File: src/rtl/mac_dot_sequencer_pkg.sv
// mac_dot_sequencer_pkg
//   Shared definitions for the dot-product sequencer, the external MAC and
//   the PE array: sequencer state encoding and default operand/accumulator
//   widths.
package mac_dot_sequencer_pkg;

  typedef enum logic [1:0] {
    ST_IDLE  = 2'd0,
    ST_RUN   = 2'd1,
    ST_DRAIN = 2'd2,
    ST_DONE  = 2'd3
  } seq_state_e;

  localparam int DEF_DATA_WIDTH   = 16;
  localparam int DEF_WEIGHT_WIDTH = 8;
  localparam int DEF_ACCUM_WIDTH  = 24;
  localparam int DEF_LEN_WIDTH    = 8;

endpackage

File: src/rtl/mac_dot_sequencer.sv
// mac_dot_sequencer
//   Drives one external signed MAC (clear-on-first, registered accumulate)
//   through a K-element dot product and returns the final accumulator.
//
// Ports
//   clk, rst                 clock, synchronous active-high reset
//   abort                    synchronous return to IDLE from any state
//   cmd_valid/ready, cmd_len length command (K may be 0)
//   op_valid/ready           operand pair stream
//   op_data, op_weight       signed activation / weight
//   mac_enable, mac_clear    MAC control (combinational, same cycle as op)
//   mac_data, mac_weight     pass-through operands to the MAC
//   mac_accum                MAC accumulator output
//   res_valid/ready, res_data registered result port
//   busy                     high whenever the sequencer is not IDLE
module mac_dot_sequencer
  import mac_dot_sequencer_pkg::*;
#(
  parameter int DATA_WIDTH   = DEF_DATA_WIDTH,
  parameter int WEIGHT_WIDTH = DEF_WEIGHT_WIDTH,
  parameter int ACCUM_WIDTH  = DEF_ACCUM_WIDTH,
  parameter int LEN_WIDTH    = DEF_LEN_WIDTH
) (
  input  logic                           clk,
  input  logic                           rst,
  input  logic                           abort,
  input  logic                           cmd_valid,
  output logic                           cmd_ready,
  input  logic        [LEN_WIDTH-1:0]    cmd_len,
  input  logic                           op_valid,
  output logic                           op_ready,
  input  logic signed [DATA_WIDTH-1:0]   op_data,
  input  logic signed [WEIGHT_WIDTH-1:0] op_weight,
  output logic                           mac_enable,
  output logic                           mac_clear,
  output logic signed [DATA_WIDTH-1:0]   mac_data,
  output logic signed [WEIGHT_WIDTH-1:0] mac_weight,
  input  logic signed [ACCUM_WIDTH-1:0]  mac_accum,
  output logic                           res_valid,
  input  logic                           res_ready,
  output logic signed [ACCUM_WIDTH-1:0]  res_data,
  output logic                           busy
);

  localparam logic [LEN_WIDTH-1:0] LEN_ONE  = LEN_WIDTH'(1);
  localparam logic [LEN_WIDTH-1:0] LEN_ZERO = '0;

  seq_state_e           state;
  logic [LEN_WIDTH-1:0] len_reg;
  logic [LEN_WIDTH-1:0] cnt;
  logic                 op_fire;
  logic                 last_elem;

  // Handshake qualification: rst and abort both mask every ready/enable
  // in the cycle they are asserted, so no transfer can slip through.
  always_comb begin
    cmd_ready = 1'b0;
    op_ready  = 1'b0;
    if (!rst && !abort) begin
      cmd_ready = (state == ST_IDLE);
      op_ready  = (state == ST_RUN);
    end
  end

  assign op_fire    = op_valid && op_ready;
  assign last_elem  = (cnt == (len_reg - LEN_ONE));
  assign mac_enable = op_fire;
  assign mac_clear  = op_fire && (cnt == LEN_ZERO);
  assign mac_data   = op_data;
  assign mac_weight = op_weight;
  assign busy       = (state != ST_IDLE);

  // Control FSM, element counter and result register.
  // Zero-length commands also pass through DRAIN (loading zero instead of
  // the accumulator) so result latency is uniformly K+2 cycles.
  always_ff @(posedge clk) begin
    if (rst) begin
      state     <= ST_IDLE;
      len_reg   <= '0;
      cnt       <= '0;
      res_valid <= 1'b0;
      res_data  <= '0;
    end else if (abort) begin
      state     <= ST_IDLE;
      cnt       <= '0;
      res_valid <= 1'b0;
    end else begin
      case (state)
        ST_IDLE: begin
          if (cmd_valid) begin
            len_reg <= cmd_len;
            cnt     <= '0;
            state   <= (cmd_len != LEN_ZERO) ? ST_RUN : ST_DRAIN;
          end
        end
        ST_RUN: begin
          if (op_valid) begin
            // Exit compares against len_reg-1 so cnt never needs to wrap.
            cnt <= cnt + LEN_ONE;
            if (last_elem) begin
              state <= ST_DRAIN;
            end
          end
        end
        ST_DRAIN: begin
          // MAC's registered accumulate has settled on the final sum here.
          res_data  <= (len_reg == LEN_ZERO) ? '0 : mac_accum;
          res_valid <= 1'b1;
          state     <= ST_DONE;
        end
        ST_DONE: begin
          if (res_ready) begin
            res_valid <= 1'b0;
            state     <= ST_IDLE;
          end
        end
        default: state <= ST_IDLE;
      endcase
    end
  end

endmodule

File: config.mk
export PLATFORM = sky130hd
export DESIGN_NAME = mac_dot_sequencer
export DESIGN_NICKNAME = d
export VERILOG_FILES = /design/src/rtl/mac_dot_sequencer_pkg.sv /design/src/rtl/mac_dot_sequencer.sv
export SDC_FILE = /design/constraint.sdc
export NUM_CORES = 1
export LEC_CHECK = 0
export CAP_MARGIN = 5
export CORE_AREA = 2 2 79 88
export CTS_CLUSTER_SIZE = 12
export DETAILED_ROUTE_END_ITERATION = 6
export DIE_AREA = 0 0 81 90
export PLACE_DENSITY = 0.75
export SYNTH_ARGS = -nofsm -noshare
export SYNTH_HDL_FRONTEND = slang
export SYNTH_SLANG_ARGS = --single-unit
File: constraint.sdc
create_clock -name clk -period 2.03 [get_ports clk]
set_clock_uncertainty 0.15 [all_clocks]
set_input_delay 0.406 -clock clk [delete_from_list [all_inputs] [get_ports clk]]
set_output_delay 0.406 -clock clk [all_outputs]
set_load 0.02 [all_outputs]
## Word-level counts from Yosys, hierarchy flattened

Index checks and enable logic that the tools add are counted.

- Add/sub/neg operators: 2
- Equal/unequal tests: 8
- Muxes and demuxes: 14
- Bitwise gates (word level): 1
- Reductions and logical operators: 18

Operators by type and width:

| kind | count |
|---|---|
| 2-to-1 mux 24 bit | 1 |
| logical NOT 8 bit | 2 |
| 2-to-1 mux 8 bit | 2 |
| one-hot mux 8 bit (2 select lines) | 1 |
| 2-to-1 mux 2 bit | 5 |
| adder 8 x 1 -> 8 bit, second input constant | 1 |
| equality test 8 bit | 1 |
| inequality test 2 bit, second input constant | 4 |
| one-hot mux 2 bit (4 select lines) | 1 |
| nonzero test 8 bit | 1 |
| subtractor 8 x 1 -> 8 bit, second input constant | 1 |
| AND reduction 3 bit | 2 |
| nonzero test 2 bit | 3 |
| equality test 2 bit, second input constant | 2 |
| AND reduction 2 bit | 2 |
| AND reduction 4 bit | 1 |
| logical AND 1 bit | 3 |
| 2-to-1 mux 1 bit | 3 |
| equality test 2 x 1 -> 1 bit, second input constant | 1 |
| logical NOT 1 bit | 2 |
| logical NOT 2 bit | 1 |
| one-hot mux 1 bit (2 select lines) | 1 |
| OR reduction 2 bit | 1 |
| inverter 1 bit | 1 |

- Register bits after elaboration: 43
- Input port bits: 62
- Word-level logic and storage cells: 48

## Longest topological paths before layout

Gate-level depths: netlist of the first run.

- Depth after elaboration: 5
- Gate-level depth with buffers: 9
- Gate-level depth less buffers: 8

## Worst setup path before layout of the first run

No wires, ideal clock.

- Kind: register to register
- Start point: register len_reg[0]
- End point: register state[1]
- Setup time: 0.115 ns
- Arrival: 1.843 ns
- Required time: 1.765 ns
- Setup slack: -0.078 ns
- Stages on the path, launching flop included: 9
- Path buffers: 0
- Cell sequence: dfxtp_1 > inv_1 > ha_1 > xnor2_1 > a2111oi_0 > o2111ai_1 > a211oi_2 > nor2_1 > o21a_1

- Word-level cells in the longest chain between the ends: 4

RTL lines:

| what | RTL line | text |
|---|---|---|
| start, declared | mac_dot_sequencer.sv:49 | `logic [LEN_WIDTH-1:0] len_reg;` |
| start signal, assigned | mac_dot_sequencer.sv:91 | `len_reg <= cmd_len;` |
| subtractor 8 x 1 -> 8 bit | mac_dot_sequencer.sv:66 | `assign last_elem = (cnt == (len_reg - LEN_ONE));` |
| equality test 8 bit | mac_dot_sequencer.sv:66 |  |
| inequality test 2 bit (no source line) | - |  |
| AND reduction 4 bit (no source line) | - |  |
| end signal, assigned | mac_dot_sequencer.sv:93 | `state <= (cmd_len != LEN_ZERO) ? ST_RUN : ST_DRAIN;` |
| end, declared | mac_dot_sequencer.sv:48 | `seq_state_e state;` |

Every way passes these cells.
A chain may end at the register's enable or synchronous reset.

## Worst setup path after layout of the first run

- Start point: register state[0]
- End point: output port mac_clear

- Word-level cells in the longest chain between the ends: 4

RTL lines:

| what | RTL line | text |
|---|---|---|
| equality test 2 x 1 -> 1 bit | mac_dot_sequencer.sv:61 | `op_ready = (state == ST_RUN);` |
| 2-to-1 mux 1 bit | mac_dot_sequencer.sv:59 | `if (!rst && !abort) begin` |
| logical AND 1 bit | mac_dot_sequencer.sv:65 | `assign op_fire = op_valid && op_ready;` |
| logical AND 1 bit | mac_dot_sequencer.sv:68 | `assign mac_clear = op_fire && (cnt == LEN_ZERO);` |
| end, declared | mac_dot_sequencer.sv:35 | `output logic mac_clear,` |

Every way passes these cells.

==> flow_metrics.env, run 1 <==
export IMPL_status="complete, no violations"
export IMPL_largest_register_ffs=24
export IMPL_critical_path_top_delay_family="flip-flops"
export IMPL_synth_edf_count=0
export IMPL_cp_slowest_stage_delay_ns=0.35
export IMPL_postSynth_asyncResetShare_pct=0
export IMPL_hp_class="register to register"
export IMPL_gr_total_overflow=0
export IMPL_wl_um=5693
export IMPL_ys_seq_area_share_pct=38.46
export IMPL_power_switching_mw=0.4917
export IMPL_clk_latency_ns=0.29
export IMPL_syn_inst=254
export IMPL_root_buffer="clkbuf_8"
export IMPL_ys_warn_count=0
export IMPL_rsz0062_at_grt="yes"
export IMPL_core_um2=6439
export IMPL_grt_pass1_vias=2018
export IMPL_path_clk_slew_ns=0.08
export IMPL_power_frac_comb_pct=20.0
export IMPL_ys_seq_elements=43
export IMPL_slew_headroom_pct=66.79
export IMPL_path_buf_inv=2
export IMPL_grt_antenna_before_repair=0
export IMPL_powerDensity_nw_per_um2=599.8
export IMPL_busiest_layer="met2"
export IMPL_fin_crit_ns=1.971
export IMPL_dpl_cell_area_um2=3022
export IMPL_swShare_pct=25.44
export IMPL_end_kind="output port"
export IMPL_vias_per_cell=5.000
export IMPL_layout_nets=393
export IMPL_clockPowerShare_pct=34.5
export IMPL_fp_row_count=31
export IMPL_cts_path_max_buffers=2
export IMPL_pre_cts_ws_ns=-0.5401
export IMPL_synth_net_count=324
export IMPL_ir_drop_mv=0.3516
export IMPL_antenna_left=0
export IMPL_grt_start_max_net_pins=35
export IMPL_layout_common_cells="clkdlybuf4s50_1, nor2_1, dfxtp_1"
export IMPL_crit_required_ns=1.47
export IMPL_finalSetupViolCount=0
export IMPL_io_pins=116
export IMPL_synth_ff_type="dfxtp_1"
export IMPL_cts_buffers_inserted=5
export IMPL_startpoint_type="register"
export IMPL_drc_errors=0
export IMPL_die_h_um=90
export IMPL_critPathSlowestCell="dfxtp_2"
export IMPL_fin_area_um2=3222
export IMPL_portBuffers=67
export IMPL_syn_area_um2=2238
export IMPL_diodes=0
export IMPL_area_delta_synth_final_pct=43.94
export IMPL_cts_max_level=2
export IMPL_crit_chain="buf_4 > ha_2 > and3_4 > and3_4 > buf_6"
export IMPL_cts_hold_buf=0
export IMPL_tightest_slew_ns=0.4948
export IMPL_die_w_um=81
export IMPL_final_max_slew_violation_count=0
export IMPL_worst_path_max_fanout=3
export IMPL_synth_distinct_cells=45
export IMPL_hold_viol_final=0
export IMPL_maxCapViolations=0
export IMPL_timing_fmax_mhz=507.3
export IMPL_final_common_cell="clkdlybuf4s50_1"
export IMPL_groute_usage_overall_pct=15.92
export IMPL_crit_top_cell="and3_4"
export IMPL_cts_tree="yes"
export IMPL_grt_pass1_wl_um=9308
export IMPL_met1_usage_pct=18.66
export IMPL_fin_crit_sh_pct=97.11
export IMPL_wl_per_cell_um=14.02
export IMPL_dieArea_um2=7290
export IMPL_syn_avg_cell_area_um2=8.813
export IMPL_place_congestion=0.8037
export IMPL_cts_sinks=43
export IMPL_cp_arrival_ns=1.42
export IMPL_vias=2030
export IMPL_leakagePower_nw=1.272
export IMPL_power_total_mw=1.933
export IMPL_detailed_place_hpwl_um=4154
export IMPL_drive_gt1_share_pct=21.91
export IMPL_globalRouteMet3Util_pct=5.120
export IMPL_gr_usage_met2_pct=26.72
export IMPL_worst_slack_ns=0.05860
export IMPL_intPower_mw=1.441
export IMPL_initialDrtViolationCount=95
export IMPL_p_seq_share_pct=45.5
export IMPL_path_class="register to output port"
export IMPL_dr_pass1_iters=4
export IMPL_initial_utilization_pct=34.76
metrics by stage:
| step | hold WS [ns] | setup TNS (ns) | cells | util [%] |
|---|---|---|---|---|
| 2_1_floorplan | 0.3225 | 0 | 254 | - |
| 3_3_place_gp | 0.3384 | -2.684 | 397 | 46.93 |
| 3_5_place_dp | 0.3486 | -2.798 | 397 | 46.93 |
| 4_1_cts | 0.3708 | 0 | 406 | 49.42 |
| 5_1_grt | 0.3998 | -0.1675 | 406 | 50.04 |
| 6_report | 0.3657 | 0 | 406 | 50.04 |
layer usage:
metal	routed length (um)	part of all wire [%]	vias up
li1	-	-	988
met1	2251	40	969
met2	2899	51	59
met3	409	7.2	14
met4	133	2.3	0
met5	0	0	-
worst paths after layout:
check | startpoint | endpoint | depth (start not counted) | slack [ns]
setup / recovery | state[0]$_SDFFE_PP0P_ | mac_clear | 5 | 0.06
hold / removal | res_data[0]$_SDFFE_PP0P_ | res_data[0]$_SDFFE_PP0P_ | 2 | 0.37
setup reg to reg | state[1]$_SDFFE_PP0P_ | state[1]$_SDFFE_PP0P_ | 7 | 0.06
hold reg to reg | res_data[0]$_SDFFE_PP0P_ | res_data[0]$_SDFFE_PP0P_ | 2 | 0.37
kinds of logic (layout without fill, tap and decap cells):
kind of cell	after synthesis	in the layout	share of synthesized area, %
and+or+nand+nor	84	84	19.06
AOI/OAI and AO/OA	47	47	15.26
buffers and inverters	47	117	12.41
DFF	43	43	38.46
xor gates and xnor gates	15	15	5.869
muxes	10	10	4.472
adders and majority gates	8	8	4.472
area by class of cell:
type | count | area, um^2
fillers | 635 | 3217
repair buffers | 100 | 917.1
well taps | 82 | 102.6
clock buffers | 5 | 68.82
flip-flops and latches | 43 | 865.8
clock inverters | 3 | 43.79
multi-input cells | 164 | 1190
inverters | 9 | 33.78
tightest hold or removal path, stage by stage (launching register included):
cell	delay, ns
dfxtp_1	0.34
a22oi_1	0.08
nor2_1	0.07
synthesized netlist by cell type (all sizes together) (3+ instances only):
library cell	instances	area share, %
xnor2	7	2.7
mux2i	10	4.5
a22oi	24	8.0
buf	28	9.2
nor2	45	7.7
a211oi	3	1.2
clkbuf	10	1.7
nand2	6	1.0
a21oi	3	0.67
xor2	8	3.1
nor3	7	1.6
o21ai	5	1.1
inv	9	1.5
dfxtp	43	38
ha	8	4.5
nand2b	4	1.1
and3	6	1.7
power groups by stage:
stage	Clock, mW	Combinational, mW	Sequential (mW)
6_report	0.666	0.386	0.880
3_3_place_gp	0	0.349	0.898
5_1_grt	0.725	0.420	0.883
3_5_place_dp	0	0.356	0.899
2_1_floorplan	0	0.234	0.907
4_1_cts	0.686	0.372	0.880
what timing repair did:
| item | CTS | global route |
|---|---|---|
| setup endpoints to repair | 7 | 8 |
| gates resized for setup | 36 | 10 |
| setup buffers | 1 | 0 |
| pin swaps | 7 | 3 |
Note: power is estimated with default switching activity, not from simulation.
==> run 2: changes to the inputs <==
- PLACE_DENSITY: 0.75 -> 0.73
==> run 2 against run 1 <==
Compared with the run above:
- the run now ends with negative setup slack left
- setup slack worse by 0.10 ns
- critical path depth up 2
- utilization up 0.35 points
- register-to-register slack worse by 0.09 ns
- largest cell class unchanged
==> flow_metrics.env, run 2 (synthesized netlist as in run 1, its figures left out) <==
export IMPL_cts_max_level=2
export IMPL_hold_viol_final=0
export IMPL_power_total_mw=1.877
export IMPL_startpoint_type="input port"
export IMPL_cp_slowest_stage_delay_ns=0.54
export IMPL_status="finished, violations left"
export IMPL_largest_register_ffs=24
export IMPL_critical_path_top_delay_family="compound AO/OA/AOI/OAI gates"
export IMPL_initialDrtViolationCount=90
export IMPL_cts_sinks=43
export IMPL_end_kind="register"
export IMPL_path_class="input port to register"
export IMPL_gr_total_overflow=0
export IMPL_power_switching_mw=0.4842
export IMPL_grt_antenna_before_repair=0
export IMPL_cts_hold_buf=0
export IMPL_p_seq_share_pct=47.0
export IMPL_worst_slack_ns=-0.04587
export IMPL_final_common_cell="clkdlybuf4s50_1"
export IMPL_vias=2040
export IMPL_groute_usage_overall_pct=15.30
export IMPL_hp_class="register to register"
export IMPL_timing_fmax_mhz=481.7
export IMPL_critPathSlowestCell="clkdlybuf4s50_1"
export IMPL_diodes=0
export IMPL_cts_buffers_inserted=5
export IMPL_grt_start_max_net_pins=35
export IMPL_path_buf_inv=2
export IMPL_fin_crit_sh_pct=102.3
export IMPL_die_h_um=90
export IMPL_drive_gt1_share_pct=23.55
export IMPL_dr_pass1_iters=4
export IMPL_layout_nets=396
export IMPL_area_delta_synth_final_pct=44.94
export IMPL_fin_setup_tns_ns=-0.04587
export IMPL_slew_headroom_pct=68.12
export IMPL_antenna_left=0
export IMPL_crit_chain="clkdlybuf4s50_1 > inv_1 > a2111oi_4 > o2111ai_2 > a211oi_2 > nor2_2 > o21a_1"
export IMPL_worst_path_max_fanout=2
export IMPL_tightest_slew_ns=0.4750
export IMPL_root_buffer="clkbuf_8"
export IMPL_leakagePower_nw=1.292
export IMPL_powerDensity_nw_per_um2=578.4
export IMPL_detailed_place_hpwl_um=4163
export IMPL_wl_per_cell_um=14.00
export IMPL_finalSetupViolCount=1
export IMPL_clk_latency_ns=0.29
export IMPL_io_pins=116
export IMPL_wl_um=5725
export IMPL_layout_common_cells="clkdlybuf4s50_1, nor2_1, dfxtp_1"
export IMPL_cts_path_max_buffers=2
export IMPL_grt_pass1_vias=1956
export IMPL_initial_utilization_pct=34.76
export IMPL_final_max_slew_violation_count=0
export IMPL_postCtsSetupBuffers=0
export IMPL_intPower_mw=1.392
export IMPL_drc_errors=0
export IMPL_cts_tree="yes"
export IMPL_rsz0062_at_grt="yes"
export IMPL_core_um2=6439
export IMPL_vias_per_cell=4.988
export IMPL_die_w_um=81
export IMPL_ir_drop_mv=0.3513
export IMPL_fp_row_count=31
export IMPL_path_clk_slew_ns=0.08
export IMPL_swShare_pct=25.80
export IMPL_cp_arrival_ns=2.12
export IMPL_fin_crit_ns=2.076
export IMPL_violations="negative setup slack"
export IMPL_place_congestion=0.8497
export IMPL_clockPowerShare_pct=31.8
export IMPL_portBuffers=67
export IMPL_grt_pass1_wl_um=8887
export IMPL_power_frac_comb_pct=21.2
export IMPL_crit_required_ns=2.07
export IMPL_hold_slack_ns=0.3491
export IMPL_maxCapViolations=0
export IMPL_dieArea_um2=7290
==> run 2: cell types whose count changed in the layout (fill, tap and decap cells not counted), moves of 2 or more <==
cell	previous run	this run
buf_4	31	36
inv_1	7	4
inv_2	2	5
and3_1	3	5
and3_4	3	1
clkbuf_8	5	7
==> run 2: metrics by stage <==
stage	util, %	setup slack (ns)	instance area, um^2	instances
after floorplan	-	0.004488	2240	254
after detailed placement	47.20	-0.5356	3039	401
after global placement	47.20	-0.5378	3039	401
after global routing	50.39	-0.09367	3244	409
final	50.39	-0.04587	3244	409
after CTS	49.22	0.01868	3169	409
==> run 2: per-layer routing <==
| metal | vias to the layer above | global-route usage (%) | wire, um |
|---|---|---|---|
| met3 | 11 | 4.719 | 434 |
| met2 | 63 | 26.10 | 2819 |
| met1 | 971 | 18.14 | 2400 |
| li1 | 995 | - | - |
| met4 | 0 | 4.379 | 70 |
| met5 | - | 0 | 0 |
==> run 2: worst paths after layout <==
| path | startpoint | to | slack [ns] | depth (start not counted) |
|---|---|---|---|---|
| setup reg to reg | len_reg[0]$_SDFFE_PP0P_ | state[1]$_SDFFE_PP0P_ | -0.03 | 8 |
| hold / removal | state[0]$_SDFFE_PP0P_ | state[0]$_SDFFE_PP0P_ | 0.35 | 2 |
| hold reg to reg | state[0]$_SDFFE_PP0P_ | state[0]$_SDFFE_PP0P_ | 0.35 | 2 |
| setup / recovery | res_ready | state[1]$_SDFFE_PP0P_ | -0.05 | 7 |
==> run 2: layout make-up <==
cell class | count | area, um^2
Clock buffer | 8 | 100.1
Timing Repair Buffer | 103 | 919.6
Tap cell | 82 | 102.6
Inverter | 9 | 33.78
Fill cell | 654 | 3194
Multi-Input combinational cell | 164 | 1222
Sequential cell | 43 | 865.8
==> run 2: power groups by stage <==
stage	Combinational [mW]	Sequential [mW]	Clock [mW]
floorplan	0.234	0.907	0
global placement	0.354	0.898	0
detailed placement	0.360	0.899	0
CTS	0.370	0.881	0.620
global route	0.429	0.885	0.645
finish	0.398	0.882	0.597
==> run 2: repair_timing <==
action	in CTS	in global routing
endpoints found under the hold margin	0	0
gates resized for setup	35	18
pin swaps	8	9
setup endpoints to repair	7	26
cloned	0	0
==> run 2: worst min-delay path, delay by kind of cell (launching register included) <==
| family | cells | cell delay, ns |
|---|---|---|
| mux | 1 | 0.06 |
| simple gates | 1 | 0.06 |
| flops | 1 | 0.35 |
==> run 3: changes to the inputs <==
- CELL_PAD_IN_SITES_DETAIL_PLACEMENT: unset -> 1
- CELL_PAD_IN_SITES_GLOBAL_PLACEMENT: unset -> 2
- CORE_AREA: 2 2 79 88 -> 2 2 107 119
- DIE_AREA: 0 0 81 90 -> 0 0 109 121
- HOLD_SLACK_MARGIN: unset -> 0.15
- PLACE_DENSITY: 0.73 -> 0.72
==> run 3 against run 2 <==
Compared with the run above:
- the flow now finishes without violations
- first-iteration DRC count shrank 21%
- register-to-register slack gained 0.13 ns
- sequential share of layout area shrank 1.2 points
- critical path type is now register to register
- critical endpoint unchanged
- largest power group unchanged
==> flow_metrics.env, run 3 (synthesized netlist as in run 1, its figures left out) <==
export IMPL_root_buffer="clkbuf_16"
export IMPL_grt_pass1_wl_um=10900
export IMPL_fin_setup_tns_ns=0
export IMPL_rsz0062_at_grt="yes"
export IMPL_layout_common_cells="clkdlybuf4s50_1, nor2_1, dfxtp_1"
export IMPL_cts_path_max_buffers=2
export IMPL_grt_pass1_vias=2245
export IMPL_p_seq_share_pct=41.5
export IMPL_initial_utilization_pct=18.76
export IMPL_groute_usage_overall_pct=10.34
export IMPL_antenna_left=0
export IMPL_place_congestion=0.7580
export IMPL_worst_path_max_fanout=5
export IMPL_clockPowerShare_pct=39.8
export IMPL_die_w_um=109
export IMPL_gr_usage_met2_pct=18.17
export IMPL_dpl_cell_area_um2=3149
export IMPL_cts_hold_buf=0
export IMPL_fin_crit_ns=1.934
export IMPL_wl_per_cell_um=13.52
export IMPL_end_kind="register"
export IMPL_drc_errors=0
export IMPL_die_h_um=121
export IMPL_slew_headroom_pct=68.20
export IMPL_io_pins=116
export IMPL_initialDrtViolationCount=71
export IMPL_cts_buffers_inserted=5
export IMPL_portBuffers=67
export IMPL_fp_row_count=42
export IMPL_cts_max_level=2
export IMPL_met1_usage_pct=12.27
export IMPL_tightest_slew_ns=0.4738
export IMPL_final_max_slew_violation_count=0
export IMPL_critical_path_top_delay_family="simple AND/OR/NAND/NOR gates"
export IMPL_cts_sinks=43
export IMPL_busiest_layer="met2"
export IMPL_fin_crit_sh_pct=95.29
export IMPL_status="complete, no violations"
export IMPL_detailed_place_hpwl_um=4975
export IMPL_leakagePower_nw=1.331
export IMPL_vias=2033
export IMPL_finalSetupViolCount=0
export IMPL_crit_chain="nor4_4 > nor4b_2 > a32oi_1 > a211oi_2 > nor2_1 > o21a_1"
export IMPL_ir_drop_mv=0.3755
export IMPL_hp_class="register to register"
export IMPL_path_buf_inv=0
export IMPL_fin_area_um2=3401
export IMPL_final_common_cell="clkdlybuf4s50_1"
export IMPL_swShare_pct=25.97
export IMPL_dr_pass1_iters=4
export IMPL_worst_slack_ns=0.09555
export IMPL_cp_slowest_stage_delay_ns=0.38
export IMPL_wl_um=6516
export IMPL_area_delta_synth_final_pct=51.93
export IMPL_dieArea_um2=13190
export IMPL_powerDensity_nw_per_um2=624.5
export IMPL_layout_nets=397
export IMPL_clk_latency_ns=0.28
export IMPL_path_clk_slew_ns=0.07
export IMPL_timing_fmax_mhz=516.9
export IMPL_grt_start_max_net_pins=36
export IMPL_intPower_mw=1.572
export IMPL_critPathSlowestCell="nor4_4"
export IMPL_core_um2=11930
export IMPL_cts_tree="yes"
export IMPL_gr_total_overflow=0
export IMPL_cp_arrival_ns=1.96
export IMPL_crit_required_ns=2.06
export IMPL_path_class="register to register"
export IMPL_grt_antenna_before_repair=0
export IMPL_largest_register_ffs=24
export IMPL_drive_gt1_share_pct=21.95
export IMPL_power_switching_mw=0.5517
export IMPL_maxCapViolations=0
export IMPL_globalRouteMet3Util_pct=3.008
export IMPL_hold_viol_final=0
export IMPL_fin_util_pct=28.51
export IMPL_power_frac_comb_pct=18.6
export IMPL_vias_per_cell=4.218
export IMPL_diodes=0
export IMPL_pre_cts_ws_ns=-0.5681
export IMPL_startpoint_type="register"
==> run 3: cell types whose count changed in the layout (fill, tap and decap cells not counted), moves of 2 or more <==
cell / change
clkbuf_16: +5
ha_2: -2
buf_12: +2
dlygate4sd2_1: +2
buf_4: -2
clkbuf_8: -6
ha_1: +2
==> run 3: power by group through the flow <==
stage	clock network, mW	registers (mW)	logic, mW
2_1_floorplan	0	0.907	0.234
3_3_place_gp	0	0.899	0.364
3_5_place_dp	0	0.899	0.368
4_1_cts	0.878	0.882	0.391
5_1_grt	0.912	0.884	0.435
6_report	0.846	0.882	0.396
==> run 3: worst reg2reg max path, cell delays in order, from the launching register on <==
cell and delay (ns):
dfxtp_1 0.33, nor4_4 0.38, nor4b_2 0.27, a32oi_1 0.11
a211oi_2 0.30, nor2_1 0.10, o21a_1 0.19
==> run 3: worst paths after layout <==
kind,from,endpoint,slack (ns),depth (start not counted)
hold reg to reg,state[0]$_SDFFE_PP0P_,state[0]$_SDFFE_PP0P_,0.36,2
setup / recovery,len_reg[2]$_SDFFE_PP0P_,state[1]$_SDFFE_PP0P_,0.1,6
hold / removal,state[0]$_SDFFE_PP0P_,state[0]$_SDFFE_PP0P_,0.36,2
setup reg to reg,len_reg[2]$_SDFFE_PP0P_,state[1]$_SDFFE_PP0P_,0.1,6
==> run 3: area by class of cell <==
type | instances | area [um^2]
Tap cell | 154 | 192.7
Clock inverter | 2 | 16.27
Timing Repair Buffer | 104 | 968.4
Inverter | 9 | 33.78
Sequential cell | 43 | 865.8
Multi-Input combinational cell | 164 | 1185
Clock buffer | 6 | 138.9
Fill cell | 1374 | 8528
==> run 3: repair_timing <==
action,CTS,global route
gates cloned,0,0
setup endpoints to repair,7,6
setup buffers,2,0
endpoints found under the hold margin,0,0
pin swaps,7,1
gates resized for setup,41,5
==> run 3: metrics by stage <==
| step | instances | total power, mW | hold WS (ns) |
|---|---|---|---|
| global route | 482 | 2.231 | 0.3932 |
| global placement | 472 | 1.263 | 0.3437 |
| detailed placement | 472 | 1.268 | 0.3493 |
| floorplan | 254 | 1.141 | 0.3225 |
| CTS | 482 | 2.151 | 0.3509 |
| finish | 482 | 2.124 | 0.3568 |
==> run 3: layer usage <==
metal  up-vias  part of all wire, %
met2        52                   51
met4         0                 0.75
met5         -                    0
li1       1002                    -
met3         6                  5.8
met1       973                   42
